==> src/rtl/calc_pkg.sv <==
// Shared definitions for the keypad calculator arithmetic core.
// Number format: bit WIDTH-1 is the sign (1 = negative), bits MAG_W-1:0 the magnitude.
// Contents: word/magnitude widths, multiplier iteration count, multiplier state
// enum and sign-magnitude pack/unpack helpers.
package calc_pkg;

    localparam int unsigned WIDTH      = 16;
    localparam int unsigned MAG_W      = WIDTH - 1;
    localparam int unsigned MUL_CYCLES = MAG_W;
    localparam int unsigned MUL_CNT_W  = $clog2(MUL_CYCLES);

    typedef enum logic [1:0] {
        MulIdle,
        MulBusy,
        MulDone
    } mul_state_e;

    function automatic logic sm_sign(input logic [WIDTH-1:0] v);
        return v[WIDTH-1];
    endfunction

    function automatic logic [MAG_W-1:0] sm_mag(input logic [WIDTH-1:0] v);
        return v[MAG_W-1:0];
    endfunction

    // Builds a word and forces the sign to 0 on a zero magnitude, so -0 never leaves the core.
    function automatic logic [WIDTH-1:0] sm_pack(input logic s, input logic [MAG_W-1:0] m);
        return {s & (|m), m};
    endfunction

endpackage

==> src/rtl/sm_multiplier.sv <==
// Iterative sign-magnitude multiplier, one multiplier bit per cycle.
// Ports:
//   clk, nRST     - clock, asynchronous active-low reset
//   in1, in2      - sign-magnitude operands, latched when start is accepted in IDLE
//   start         - launch request, ignored unless IDLE
//   product       - registered result, holds until the next completed multiply
//   finish        - one-cycle pulse in the DONE state
// Product magnitude is (m1 * m2) mod 2^MAG_W; overflow wraps without a flag.
module sm_multiplier
    import calc_pkg::*;
(
    input  logic             clk,
    input  logic             nRST,
    input  logic [WIDTH-1:0] in1,
    input  logic [WIDTH-1:0] in2,
    input  logic             start,
    output logic [WIDTH-1:0] product,
    output logic             finish
);

    localparam logic [MUL_CNT_W-1:0] LastIter = MUL_CNT_W'(MUL_CYCLES - 1);

    mul_state_e           state_q, state_d;
    logic [MUL_CNT_W-1:0] cnt_q, cnt_d;
    logic [MAG_W-1:0]     mcand_q, mcand_d;
    logic [MAG_W-1:0]     mplier_q, mplier_d;
    logic [MAG_W-1:0]     acc_q, acc_d;
    logic                 sign_q, sign_d;
    logic [WIDTH-1:0]     out_q, out_d;
    logic [MAG_W-1:0]     acc_step;

    always_comb begin
        state_d  = state_q;
        cnt_d    = cnt_q;
        mcand_d  = mcand_q;
        mplier_d = mplier_q;
        acc_d    = acc_q;
        sign_d   = sign_q;
        out_d    = out_q;
        acc_step = acc_q + (mplier_q[0] ? mcand_q : '0);

        unique case (state_q)
            MulIdle: begin
                if (start) begin
                    state_d  = MulBusy;
                    cnt_d    = '0;
                    mcand_d  = sm_mag(in1);
                    mplier_d = sm_mag(in2);
                    acc_d    = '0;
                    sign_d   = sm_sign(in1) ^ sm_sign(in2);
                end
            end
            MulBusy: begin
                // Bits shifted past the top of mcand only affect product bits >= MAG_W.
                acc_d    = acc_step;
                mcand_d  = mcand_q << 1;
                mplier_d = mplier_q >> 1;
                cnt_d    = cnt_q + 1'b1;
                if (cnt_q == LastIter) begin
                    state_d = MulDone;
                    out_d   = sm_pack(sign_q, acc_step);
                end
            end
            MulDone: begin
                state_d = MulIdle;
            end
            default: begin
                state_d = MulIdle;
            end
        endcase
    end

    always_ff @(posedge clk or negedge nRST) begin
        if (!nRST) begin
            state_q  <= MulIdle;
            cnt_q    <= '0;
            mcand_q  <= '0;
            mplier_q <= '0;
            acc_q    <= '0;
            sign_q   <= 1'b0;
            out_q    <= '0;
        end else begin
            state_q  <= state_d;
            cnt_q    <= cnt_d;
            mcand_q  <= mcand_d;
            mplier_q <= mplier_d;
            acc_q    <= acc_d;
            sign_q   <= sign_d;
            out_q    <= out_d;
        end
    end

    assign product = out_q;
    assign finish  = (state_q == MulDone);

endmodule

==> src/rtl/signed_arith_unit.sv <==
// Sign-magnitude arithmetic core for the keypad calculator.
// Ports:
//   clk, nRST                       - clock, asynchronous active-low reset
//   add_in1, add_in2, add_sub       - adder operands; add_sub = 1 computes in1 - in2
//   add_start / add_out / add_finish - one-cycle add/sub, result and pulse the next cycle
//   mul_in1, mul_in2                - multiplier operands
//   mul_start / mul_out / mul_finish - iterative multiply, result and pulse 16 cycles later
// The two units are fully independent and may run concurrently.
module signed_arith_unit
    import calc_pkg::*;
(
    input  logic             clk,
    input  logic             nRST,
    input  logic [WIDTH-1:0] add_in1,
    input  logic [WIDTH-1:0] add_in2,
    input  logic             add_sub,
    input  logic             add_start,
    output logic [WIDTH-1:0] add_out,
    output logic             add_finish,
    input  logic [WIDTH-1:0] mul_in1,
    input  logic [WIDTH-1:0] mul_in2,
    input  logic             mul_start,
    output logic [WIDTH-1:0] mul_out,
    output logic             mul_finish
);

    logic             s1, s2;
    logic [MAG_W-1:0] m1, m2;
    logic             sum_sign;
    logic [MAG_W-1:0] sum_mag;
    logic [WIDTH-1:0] add_out_q;
    logic             add_finish_q;

    // Subtraction is addition with the second sign flipped. A -0 input needs no special
    // handling: it either lands in the magnitude-compare path or yields a zero that
    // sm_pack normalises.
    always_comb begin
        s1 = sm_sign(add_in1);
        m1 = sm_mag(add_in1);
        s2 = sm_sign(add_in2) ^ add_sub;
        m2 = sm_mag(add_in2);
        if (s1 == s2) begin
            sum_mag  = m1 + m2;
            sum_sign = s1;
        end else if (m1 >= m2) begin
            sum_mag  = m1 - m2;
            sum_sign = s1;
        end else begin
            sum_mag  = m2 - m1;
            sum_sign = s2;
        end
    end

    always_ff @(posedge clk or negedge nRST) begin
        if (!nRST) begin
            add_out_q    <= '0;
            add_finish_q <= 1'b0;
        end else begin
            add_finish_q <= add_start;
            if (add_start) begin
                add_out_q <= sm_pack(sum_sign, sum_mag);
            end
        end
    end

    assign add_out    = add_out_q;
    assign add_finish = add_finish_q;

    sm_multiplier u_mul (
        .clk     (clk),
        .nRST    (nRST),
        .in1     (mul_in1),
        .in2     (mul_in2),
        .start   (mul_start),
        .product (mul_out),
        .finish  (mul_finish)
    );

endmodule

==> config.mk <==
export PLATFORM = sky130hd
export DESIGN_NAME = signed_arith_unit
export DESIGN_NICKNAME = d
export VERILOG_FILES = /design/src/rtl/calc_pkg.sv /design/src/rtl/sm_multiplier.sv /design/src/rtl/signed_arith_unit.sv
export SDC_FILE = /design/constraint.sdc
export NUM_CORES = 1
export LEC_CHECK = 0
export CORE_MARGIN = 3
export CORE_UTILIZATION = 45
export CTS_BUF_LIST = sky130_fd_sc_hd__clkbuf_4
export CTS_CLUSTER_SIZE = 24
export DETAILED_ROUTE_END_ITERATION = 12
export PLACE_DENSITY = 0.77
export SYNTH_ARGS = -nofsm -noshare
export SYNTH_HDL_FRONTEND = slang
export SYNTH_HIERARCHICAL = 1
export SYNTH_SLANG_ARGS = --single-unit
==> constraint.sdc <==
create_clock -name clk -period 4.9 [get_ports clk]
set_input_delay 0.98 -clock clk [delete_from_list [all_inputs] [get_ports clk]]
set_output_delay 0.98 -clock clk [all_outputs]
set_load 0.02 [all_outputs]
### Yosys cells after proc, flatten, opt, wreduce, memory -nomap -nowiden

Cells that the tools add are included.

* input port bits: 69
* output and inout bits: 34
* flip-flop bits (word level): 85
* logic and storage cells: 49

* magnitude comparators: 1
* $add $sub $neg: 5
* equal/unequal tests: 6
* reductions and logical operators: 8
* mux-type cells: 16
* bitwise logic cells: 4

Operators with widths (number)
* 2-to-1 mux 15 bit: 6
* one-hot mux 15 bit (2 select lines): 3
* adder 15 bit: 2
* OR reduction 15 bit: 2
* subtractor 15 bit: 2
* greater-or-equal comparator 15 bit: 1
* one-hot mux 4 bit (2 select lines): 1
* AND reduction 2 bit: 4
* adder 4 x 1 -> 4 bit (second input constant): 1
* equality test 4 bit (second input constant): 1
* 2-to-1 mux 2 bit: 2
* 2-to-1 mux 4 bit: 1
* one-hot mux 2 bit (2 select lines): 1
* bitwise AND 1 bit: 2
* equality test 2 x 1 -> 1 bit (second input constant): 1
* equality test 2 bit (second input constant): 1
* zero test 2 bit: 1
* 2-to-1 mux 1 bit: 2
* inequality test 2 x 1 -> 1 bit (second input constant): 1
* inequality test 2 bit (second input constant): 1
* nonzero test 2 bit: 1
* bitwise XOR 1 bit: 2
* equality test 1 bit: 1

### Depth between registers and ports, before layout

Gate-level depths: netlist of run 1.

* word-level depth: 5
* mapped depth: 12
* mapped depth without buffers: 12

### Modules after synthesis

Netlist of run 1, hierarchy kept.

By module, submodules not included
* sm_multiplier: seq. area each 1701.6 µm², area each 3847.4 µm², times used 1, cells each 424
* signed_arith_unit: seq. area each 425.4 µm², area each 3074.2 µm², times used 1, cells each 389

### Worst setup path before layout of run 1

Ideal clock, no wire load.

* path type: input port to flip-flop
* start: in add_in1[1]
* end: reg add_out_q[15], in the netlist add_out[15]
* path buffers: 0
* stages on the path: 11
* library setup time: 0.132 ns
* arrival time: 3.669 ns
* setup slack: 1.099 ns
* data required time: 4.768 ns
* cells stage by stage: inv_1 -> ha_1 -> nor2b_1 -> o311a_4 -> o211a_2 -> nor2_8 -> a21oi_1 -> or4b_1 -> or4_1 -> nor4_1 -> a31oi_1

* cells in the longest elaborated chain, start to end: 5
* elaborated cells on any way between the ends: 10
* classes of those cells: add/sub (3); order compare (1); mux (4); bitwise (1); reduce/logical (1)

Ends and longest elaborated chain
* from (decl): line signed_arith_unit.sv:14 `input logic [WIDTH-1:0] add_in1,`
* subtractor 15 bit, or another cell as far along: line signed_arith_unit.sv:49 `sum_mag = m2 - m1;`
* 2-to-1 mux 15 bit: line signed_arith_unit.sv:45 `end else if (m1 >= m2) begin`
* 2-to-1 mux 15 bit: line signed_arith_unit.sv:42 `if (s1 == s2) begin`
* OR reduction 15 bit: line calc_pkg.sv:28 `return {s & (|m), m};`
* bitwise AND 1 bit *: line calc_pkg.sv:28
* to (signal assigned): line signed_arith_unit.sv:61 `add_out_q <= sm_pack(sum_sign, sum_mag);`
* to (decl): line signed_arith_unit.sv:31 `logic [WIDTH-1:0] add_out_q;`

Every way passes the cells marked *; elsewhere a longest branch is shown, timed or not.
A chain may end at the register's enable or synchronous reset.

### Worst setup path in the final report of run 1

* start: in add_in1[4]
* end: reg add_out_q[15], in the netlist add_out[15]

Same word-level chain as after synthesis.

==> results of run 1 <==
power by group:
group          leakage (nW)  switching [W]  internal, W
Sequential             1.08       0.000190     0.000957
Clock                0.0799       0.000233     0.000208
Combinational          2.58       0.000961     0.000734
registers in the layout, summed over array words and instances, names as in the netlist:
signal          flops
u_mul/mcand_q      15
u_mul/mplier_q     15
add_out            16
u_mul/state_q       2
u_mul/acc_q        15
add_finish          1
u_mul/cnt_q         4
u_mul/sign_q        1
u_mul/product      16
worst reg2reg max path: stages (launching register included):
cell	delay [ns]
dfrtp_1	0.55
and2_1	0.22
ha_1	0.22
fa_1	0.45
a21o_1	0.23
and4_4	0.20
or3_4	0.38
a2111oi_4	0.37
o2111ai_1	0.20
a2111oi_2	0.33
a31oi_1	0.12
stage by stage:
stage | setup slack (ns) | instances | hold WS, ns
floorplan | 1.10 | 813 | 0.450
global placement | 0.298 | 1072 | 0.458
detailed placement | 0.203 | 1072 | 0.462
CTS | 0.716 | 1087 | 0.493
global route | 0.519 | 1087 | 0.511
finish | 0.686 | 1087 | 0.484
Yosys cell counts, types with 4 or more instances:
master / instances
xor2_1: 9
nand2_1: 93
fa_1: 4
a31oi_1: 26
nand4_1: 7
o21ai_0: 73
ha_1: 63
o21bai_1: 7
mux2i_1: 9
inv_1: 47
a211oi_1: 10
nand2b_1: 5
nor3_1: 14
dfrtp_1: 85
or3_1: 4
a21o_1: 14
buf_2: 6
and2_1: 34
nor2_1: 36
mux2_2: 12
nor2b_1: 22
o31ai_1: 6
clkbuf_1: 30
xnor2_1: 15
and3_1: 4
a22oi_1: 13
nor3b_1: 4
a211o_1: 6
nand3_1: 16
a22o_1: 9
a21oi_1: 54
path summary, 6_finish.rpt:
path	slack (ns)	depth (start not counted)	end	start
setup / recovery	0.69	12	add_out[15]	add_in1[4]
hold / removal	0.48	2	u_mul/product[10]	u_mul/product[10]
setup reg to reg	1.48	10	u_mul/product[15]	u_mul/mplier_q[0]
hold reg to reg	0.48	2	u_mul/product[10]	u_mul/product[10]
max in group asynchronous	3.47	2	u_mul/acc_q[0]	nRST
min in group asynchronous	0.62	1	add_out[13]	nRST
kinds of logic after synthesis:
logic type                 Yosys count
AOI/OAI and AO/OA                  265
xor gates and xnor gates            24
adders and majority gates           67
buffers and inverters               90
DFF                                 85
muxes                               21
and+or+nand+nor                    261
cell type report:
type | count | area [um^2]
inverter | 47 | 176
timing repair buffer | 118 | 1150
sequential | 85 | 2130
clock buffer | 10 | 75.1
clock inverter | 5 | 76.3
tap | 184 | 230
fill | 1331 | 6540
multi-input combinational | 638 | 4430
layer usage:
layer	wire (um)	part of all wire, %	GRT usage, %
met1	8950	47	33.1
met2	8600	45	35.6
met3	1090	5.7	3.81
met4	346	1.8	5.20
met5	0	0	0
==> metrics.csv, run 1 <==
metric,value,unit
adder and majority cell fraction of the synthesized area,12.5,%
Buf/Inv on CP,2,
cts hold-fix bufs,0,
post-synthesis xor/xnor area fraction,3.04,%
Slew headroom,18.7,%
P_leak,3.74,nW
Layout area overhead,19.4,%
GPL Wtd Cong,0.942,
GR Overflow Total,0,
startpoint types,primary input,
"Hold Violations, Final",0,
Mapped Cells,813,
"Max FO, Critical Path",10,
post-CTS setup repair buffer count,0,
Area contributors post-synth,"dfrtp_1 (31%), ha_1 (11%), o21ai_0 (5.3%)",
NumNets Final,1035,
post-layout min period,4.21,ns
post-CTS sizing,0,
status,"complete, no violations",
final period utilization,86.0,%
H-tree levels,3,
Area after DPL,8110,um^2
row count,44,
final number of setup-violating endpoints,0,
RSZ-0062 raised after global routing,no,
Chip Height,130,um
post-route cell area,8270,um^2
initial antenna violation count,0,
Ports,103,
CTS tree,built,
"Req. time, crit path",5.23,ns
Post-Syn Area,6920,um^2
DRC,0,
Critical-path top delay cell,or4b_1,
syn avg cell area,8.51,um^2
first-pass GRT wire length,31100,um
worst skew pair latency,0.44,ns
"leading cell type in the layout, fill and taps excluded",clkdlybuf4s50_1,
family with the most delay on the worst path,simple AND/OR/NAND/NOR gates,
portion of netlist area occupied by mux cells,3.25,%
clk slew on worst S/H paths,0.14,ns
worst slew pin tran,1.22,ns
most frequent cells in the layout,"clkdlybuf4s50_1 (101), nand2_1 (93), dfrtp_1 (85)",
CP cell instances,"clkdlybuf4s50_1, inv_1, ha_1, nand3_1, nor4_4, a211oi_2, nand2_4, nor2_2, or4b_1, or4_1, nor4_1, a31oi_1",
Synth Area in Compound Gates,25.5,%
Simple-Gate Fraction of Synth Area,19.6,%
Detail Route Antenna Nets,0,
Crit path arrival time,4.54,ns
drt total wl,19000,um
All-Layer GR Usage,22.8,%
Starting Density,46.7,%
layout cell share with drive strength beyond 1,7.53,%
root buffer cell,clkbuf_4,
crit path capture type,register,
Crit Path Class,primary input to register,
Iter 0 DRT Violations,354,
vias in the first global route,6111,
DIE WIDTH,130,um
antenna diode count,0,
share of the synthesized area in the top cell type,30.7,%
Via density,5.88,
DR WL/cell,17.5,um
PortBufs,102,
number of max-cap violations,0,
Main synth FF type,dfrtp_1,
Core Box Area,14800,um^2
Final Skew,0.0279,ns
Max Clk Rate,237,MHz
Power Density,397,nW/um^2
largest family of logic cells by synthesized area,compound AO/OA/AOI/OAI gates,
Post-DP HPWL,14500,um
"flops & latches, synth",85,
Final Max Slew Viols,0,
Post-Route Setup TNS,0,ns
cell taking the most area after synthesis,dfrtp_1,
pin count of the biggest net entering global routing,65,
YS warnings,6,
DRT Pass-1 Iters,5,
overall power,0.00328,W
sequential-to-total area share from yosys stat,30.7,%
Synth cell types,85,
Util after Layout,55.8,%
"Largest stage delay, worst path",0.53,ns
die area,16900,um^2
"EDFF count, synth",0,
Clock Path Buffers,2,
number of buffers created by CTS,9,
VDD IR max,0.185,mV
ys async rst share,100,%
syn nets,949,
Hold/Removal Path Class,register to register,
Sink Count,85,
Vias,6390,
No activity file was read; power rests on OpenSTA's default activity.
==> run 2, diff against run 1 <==
- SKIP_CTS_REPAIR_TIMING: default -> 1
==> results of run 2 <==
Final layout, timing and power as in run 1 (identical DEF).
